==> config.mk <==
export PLATFORM = sky130hd
export DESIGN_NAME = hgw_acc_dump_rnd
export DESIGN_NICKNAME = d
export VERILOG_FILES = /design/src/rtl/hgw_pkg.sv /design/src/rtl/hgw_sat_signed.sv /design/src/rtl/hgw_acc_dump_rnd.sv
export SDC_FILE = /design/constraint.sdc
export NUM_CORES = 1
export LEC_CHECK = 0
export BUFFER_PORTS_ARGS = -buffer_cell sky130_fd_sc_hd__buf_2
export CELL_PAD_IN_SITES_DETAIL_PLACEMENT = 0
export CELL_PAD_IN_SITES_GLOBAL_PLACEMENT = 1
export CORE_ASPECT_RATIO = 0.5
export CORE_UTILIZATION = 40
export CTS_CLUSTER_SIZE = 30
export DETAILED_ROUTE_END_ITERATION = 8
export PLACE_DENSITY_LB_ADDON = 0.1
export SLEW_MARGIN = 15
export SYNTH_ARGS = -nofsm -noshare
export SYNTH_HDL_FRONTEND = slang
export SYNTH_HIERARCHICAL = 1
export SYNTH_SLANG_ARGS = --single-unit
export TNS_END_PERCENT = 100
==> constraint.sdc <==
create_clock -name clk -period 6.6 [get_ports clk]
set_input_delay 0.99 -clock clk [delete_from_list [all_inputs] [get_ports clk]]
set_output_delay 0.99 -clock clk [all_outputs]
set_load 0.01 [all_outputs]
==> src/rtl/hgw_pkg.sv <==
// rtl/hgw_pkg.sv - shared types and width helpers for the hgw datapath blocks
package hgw_pkg;

  // Integrate-and-dump control states
  typedef enum logic [0:0] {
    ST_IDLE = 1'b0,
    ST_ACC  = 1'b1
  } state_t;

  // Accumulator width that cannot overflow for any frame of up to 2^nw-1 samples
  function automatic int acc_width(input int iw, input int nw);
    return iw + nw;
  endfunction

endpackage

==> src/rtl/hgw_sat_signed.sv <==
// rtl/hgw_sat_signed.sv - symmetric signed saturator, never emits the most-negative code
module hgw_sat_signed #(
  parameter int I_W = 21,
  parameter int O_W = 15
) (
  input  logic signed [I_W-1:0] d,
  output logic signed [O_W-1:0] q
);

  localparam int MAXI = (1 << (O_W - 1)) - 1;
  localparam logic signed [I_W-1:0] HI = MAXI[I_W-1:0];
  localparam logic signed [I_W-1:0] LO = -HI;
  localparam logic signed [O_W-1:0] Q_HI = MAXI[O_W-1:0];
  localparam logic signed [O_W-1:0] Q_LO = -Q_HI;

  // Clip to +/-(2^(O_W-1)-1); in-range values pass through unchanged
  always_comb begin
    q = d[O_W-1:0];
    if (d > HI) begin
      q = Q_HI;
    end else if (d < LO) begin
      q = Q_LO;
    end
  end

endmodule

==> src/rtl/hgw_acc_dump_rnd.sv <==
// rtl/hgw_acc_dump_rnd.sv - signed integrate-and-dump with round-half-up shift and symmetric saturation
module hgw_acc_dump_rnd
  import hgw_pkg::*;
#(
  parameter int I_W  = 12,
  parameter int N_W  = 8,
  parameter int SH_W = 4,
  parameter int O_W  = 15
) (
  input  logic                  clk,
  input  logic                  rst_n,
  input  logic                  clr,
  input  logic [N_W-1:0]        len,
  input  logic [SH_W-1:0]       shift,
  input  logic                  i_vld,
  output logic                  i_rdy,
  input  logic signed [I_W-1:0] i_dat,
  output logic                  o_vld,
  input  logic                  o_rdy,
  output logic signed [O_W-1:0] o_dat,
  output logic                  o_sat
);

  localparam int ACC_W = acc_width(I_W, N_W);
  localparam int MAXI  = (1 << (O_W - 1)) - 1;
  localparam logic signed [ACC_W:0] MAXR = MAXI[ACC_W:0];
  localparam logic signed [ACC_W:0] MINR = -MAXR;
  localparam logic signed [ACC_W:0] ONE  = 1;

  state_t                  state;
  logic [N_W-1:0]          cnt;
  logic [N_W-1:0]          len_q;
  logic [SH_W-1:0]         shift_q;
  logic signed [ACC_W-1:0] acc;

  logic                    accept;
  logic [N_W-1:0]          len_eff;
  logic [N_W-1:0]          cnt_nxt;
  logic [SH_W-1:0]         shift_eff;
  logic                    last;
  logic signed [ACC_W-1:0] sum;
  logic signed [ACC_W:0]   sum_x;
  logic signed [ACC_W:0]   rnd;
  logic signed [ACC_W:0]   r;
  logic signed [O_W-1:0]   r_sat;
  logic                    clip;

  // A pending result that is not being taken blocks new samples
  assign i_rdy  = ~(o_vld & ~o_rdy);
  assign accept = i_vld & i_rdy;

  // Frame parameters: live inputs on the first sample, latched copies afterwards
  always_comb begin
    len_eff   = (len == '0) ? N_W'(1) : len;
    cnt_nxt   = cnt + N_W'(1);
    shift_eff = (state == ST_IDLE) ? shift : shift_q;
    last      = (state == ST_IDLE) ? (len_eff == N_W'(1)) : (cnt_nxt == len_q);
  end

  // Final sum, round-half-up and arithmetic shift in one extra bit of headroom
  always_comb begin
    sum   = acc + {{N_W{i_dat[I_W-1]}}, i_dat};
    sum_x = {sum[ACC_W-1], sum};
    rnd   = (shift_eff == '0) ? '0 : (ONE << (shift_eff - SH_W'(1)));
    r     = (sum_x + rnd) >>> shift_eff;
    clip  = (r > MAXR) || (r < MINR);
  end

  hgw_sat_signed #(
    .I_W(ACC_W + 1),
    .O_W(O_W)
  ) u_sat (
    .d(r),
    .q(r_sat)
  );

  // Frame FSM with registered result; clr aborts the frame and drops any pending output
  always_ff @(posedge clk or negedge rst_n) begin
    if (!rst_n) begin
      state   <= ST_IDLE;
      cnt     <= '0;
      len_q   <= '0;
      shift_q <= '0;
      acc     <= '0;
      o_vld   <= 1'b0;
      o_dat   <= '0;
      o_sat   <= 1'b0;
    end else if (clr) begin
      state <= ST_IDLE;
      cnt   <= '0;
      acc   <= '0;
      o_vld <= 1'b0;
    end else begin
      if (o_vld && o_rdy) begin
        o_vld <= 1'b0;
      end
      if (accept) begin
        if (state == ST_IDLE) begin
          len_q   <= len_eff;
          shift_q <= shift;
        end
        if (last) begin
          state <= ST_IDLE;
          acc   <= '0;
          cnt   <= '0;
          o_vld <= 1'b1;
          o_dat <= r_sat;
          o_sat <= clip;
        end else begin
          state <= ST_ACC;
          acc   <= sum;
          cnt   <= (state == ST_IDLE) ? N_W'(1) : cnt_nxt;
        end
      end
    end
  end

endmodule

==> impl_metrics.tcl <==
set metrics [dict create \
    status "finished, final reports clean" \
    timing.fmax_mhz 159 \
    ant_nets 0 \
    track_usage_pct 24.7 \
    worst_hold_slack_ns 0.502 \
    viasPerCell 5.95 \
    clk_path_buf_depth 2 \
    clk_pin_slew_ns 0.05 \
    cts_buffers 9 \
    first_global_vias 5888 \
    synthArstFlopShare_pct 100 \
    ys_seq_area_share_pct 23.2 \
    rsz0062_at_grt "yes" \
    max-slew-margin-rel_pct 36.0 \
    seq_area_um2 1450 \
    syn_area_per_cell_um2 8.25 \
    post_cts_buffers 0 \
    die_y_um 90.5 \
    place.gp.congestion 0.885 \
    final-setup-viol-count 0 \
    portBuffers 46 \
    drive_gt1_share_pct 22.7 \
    grt_pass1_wl_um 31400 \
    initial_core_util_pct 42.2 \
    cp_max_fo 5 \
    synth_top_area_cell "dfrtp_1" \
    clock_sinks 58 \
    finalHoldViolCount 0 \
    nFillCells 1462 \
    drv_cap 0 \
    diodes 0 \
    multi_input_area_um2 4630 \
    fin_cells 1041 \
    final_nets 903 \
    critPathKind "in2reg" \
    critPathLaunchType "primary input" \
    p_int_uw 1360 \
    seq_power_share_pct 18.4 \
    dp.cells 1025 \
    die_area_um2 16200 \
    post-route-min-period_ns 6.30 \
    cts_resized 0 \
    hpwlAfterDp_um 14400 \
    synth_seq_cells 58 \
    core_area_um2 14900 \
    grt.overflow.total 0 \
    io_pins 47 \
    rows 31 \
    switching_power_uw 1100 \
    yosys_warnings 6 \
    vdd_drop_max_mv 0.155 \
    power_density_nw_per_um2 334 \
    drt_iter0_drc 434 \
    worst_slew_pin_slew_ns 0.958 \
    chipWidth_um 179 \
    dr.pass1.iters 4 \
    drc 0 \
    ys.flop_type "dfrtp_1" \
    ys_types 94 \
    syn_to_final_growth_pct 17.8 \
    combPwrFrac_pct 60.2 \
    p_leak_uw 0.00333 \
    min_path_type "reg2reg" \
    synth_edf_count 0 \
    syn_nets 824 \
    tritoncts "built" \
    htree_levels 3 \
    hold_buffers 0 \
    synthTopCellsByArea "dfrtp_1, ha_1, a21oi_1" \
    syn_area_um2 6260 \
    cp_data_arrival_time_ns 6.53 \
    maxSlewViolCount 0 \
    vias 6196 \
    p_clk_share_pct 21.4 \
    synth_cells 759 \
    wire_per_inst_um 18.5 \
    wirelength_um 19200 \
    setup.worst_path.end_class "register" \
    root_buffer "clkbuf_16" \
    critical_path_required_ns 6.83 \
    fin_skew_ns 0.0144 \
    switching_share_pct 44.7 \
    insertion_delay_ns 0.35 \
    synth_top_area_share_pct 23.2 \
    antenna_found_initial 0 \
    min_period_over_period_pct 95.4 \
    grt_max_degree 59 \
]
==> Yosys cell counts, drive strengths merged (8+ instances only) <==
cell,n
a211oi,22
a21o,16
a21oi,62
a22o,21
a31oi,8
and2,15
and3,14
buf,8
clkbuf,27
dfrtp,58
ha,34
inv,19
mux2,26
mux2i,15
nand2,61
nand2b,8
nand3,20
nand4,11
nor2,72
nor3,22
o211ai,12
o21a,13
o21ai,51
o22ai,8
o31ai,8
xnor2,25
xor2,18
==> path summary, 6_finish.rpt <==
path                                              to                 start  cells past startpoint  slack, ns
worst max-delay path            o_dat[0]$_DFFE_PN0P_              i_dat[1]                     25       0.30
worst min-delay path            o_dat[7]$_DFFE_PN0P_  o_dat[7]$_DFFE_PN0P_                      1       0.50
worst max register to register  o_dat[0]$_DFFE_PN0P_    acc[1]$_DFFE_PN0P_                     24       0.65
worst min register to register  o_dat[7]$_DFFE_PN0P_  o_dat[7]$_DFFE_PN0P_                      1       0.50
max in group asynchronous       len_q[1]$_DFFE_PN0P_                 rst_n                      2       5.25
min in group asynchronous        acc[19]$_DFFE_PN0P_                 rst_n                      2       0.79
==> logic make-up (layout without fill, tap and decap cells) <==
logic type / count (synthesis) / in the layout / synth area share, %
buffers and inverters: 54 / 138 / 3.72
other: 1 / 1 / 0.0599
AO/OA/AOI/OAI: 274 / 274 / 30.9
AND/OR/NAND/NOR: 250 / 250 / 20.7
adder cells (fa/ha/maj): 37 / 37 / 7.61
XOR/XNOR: 43 / 43 / 6.01
multiplexers: 42 / 42 / 7.87
flip-flops: 58 / 58 / 23.2
==> placed cells by master (no fill, tap or decap), types with 5 or more instances in the layout <==
cell / n
nor2_1: 71
nand2_1: 60
a21oi_1: 59
dfrtp_1: 58
buf_4: 57
buf_2: 46
o21ai_0: 39
ha_1: 34
mux2_2: 25
xnor2_1: 25
a22o_1: 21
nand3_1: 20
a211oi_1: 19
inv_1: 18
xor2_1: 17
nor3_1: 16
a21o_1: 15
and2_1: 14
and3_1: 14
o21a_1: 13
o211ai_1: 11
o21ai_1: 11
nand4_1: 10
mux2i_1: 10
clkbuf_16: 9
nand2b_1: 8
a31oi_1: 8
o22ai_1: 8
o31ai_1: 7
nor3_2: 5
==> state kept, by name, summed over array words and instances, names as in the netlist <==
name	cells
acc	20
o_dat	15
cnt	8
len_q	8
shift_q	4
o_sat	1
o_vld	1
state	1
==> metal layers <==
layer	up-vias	track usage, %	wire, µm
met1	2981	37.8	10300
met5	-	0	0
met4	0	5.93	219
met3	19	5.30	1020
met2	161	34.4	7650
li1	3035	-	-
==> critical path, cell delays in order <==
cell and delay [ns]:
buf_2 0.12, ha_1 0.29, a21oi_1 0.15, buf_4 0.14, nor2_1 0.07, or2_2 0.29, a31oi_1 0.26, o21ai_0 0.13
a21oi_1 0.18, xnor2_1 0.12, ha_1 0.37, buf_4 0.14, nand2_1 0.04, o31ai_1 0.39, o21ai_4 0.13, nor4_4 0.22
o211ai_2 0.13, xor2_2 0.21, a221oi_1 0.38, o211ai_1 0.33, a221oi_2 0.41, nor4_1 0.09, and4_1 0.17, or4b_1 0.49
mux2_2 0.27
==> layout make-up <==
class	count	area share, %
timing repair buffer	103	8.92
clock inverter	5	1.05
tap	198	3.36
multi-input combinational	647	62.7
clock buffer	11	3.29
inverter	19	0.967
sequential	58	19.7
==> metrics by stage <==
step | power [µW] | TNS, ns | cell area, µm² | utilization [%] | worst slack, ns
2_1_floorplan | 1450 | 0 | 6260 | - | 0.377
3_3_place_gp | 1890 | -0.0455 | 7020 | 47.3 | -0.0455
3_5_place_dp | 1890 | -0.0878 | 7020 | 47.3 | -0.0738
4_1_cts | 2440 | 0 | 7340 | 49.4 | 0.253
5_1_grt | 2630 | -0.00922 | 7380 | 49.7 | -0.00922
6_report | 2470 | 0 | 7380 | 49.7 | 0.302
==> power by group through the flow <==
stage	combinational, µW	clock [µW]	sequential [µW]
after floorplan	989	0	456
after global placement	1440	0	458
after detailed placement	1440	0	458
after CTS	1450	535	453
after global routing	1620	552	461
final	1480	529	453
Note: power is estimated with default switching activity, not from simulation.
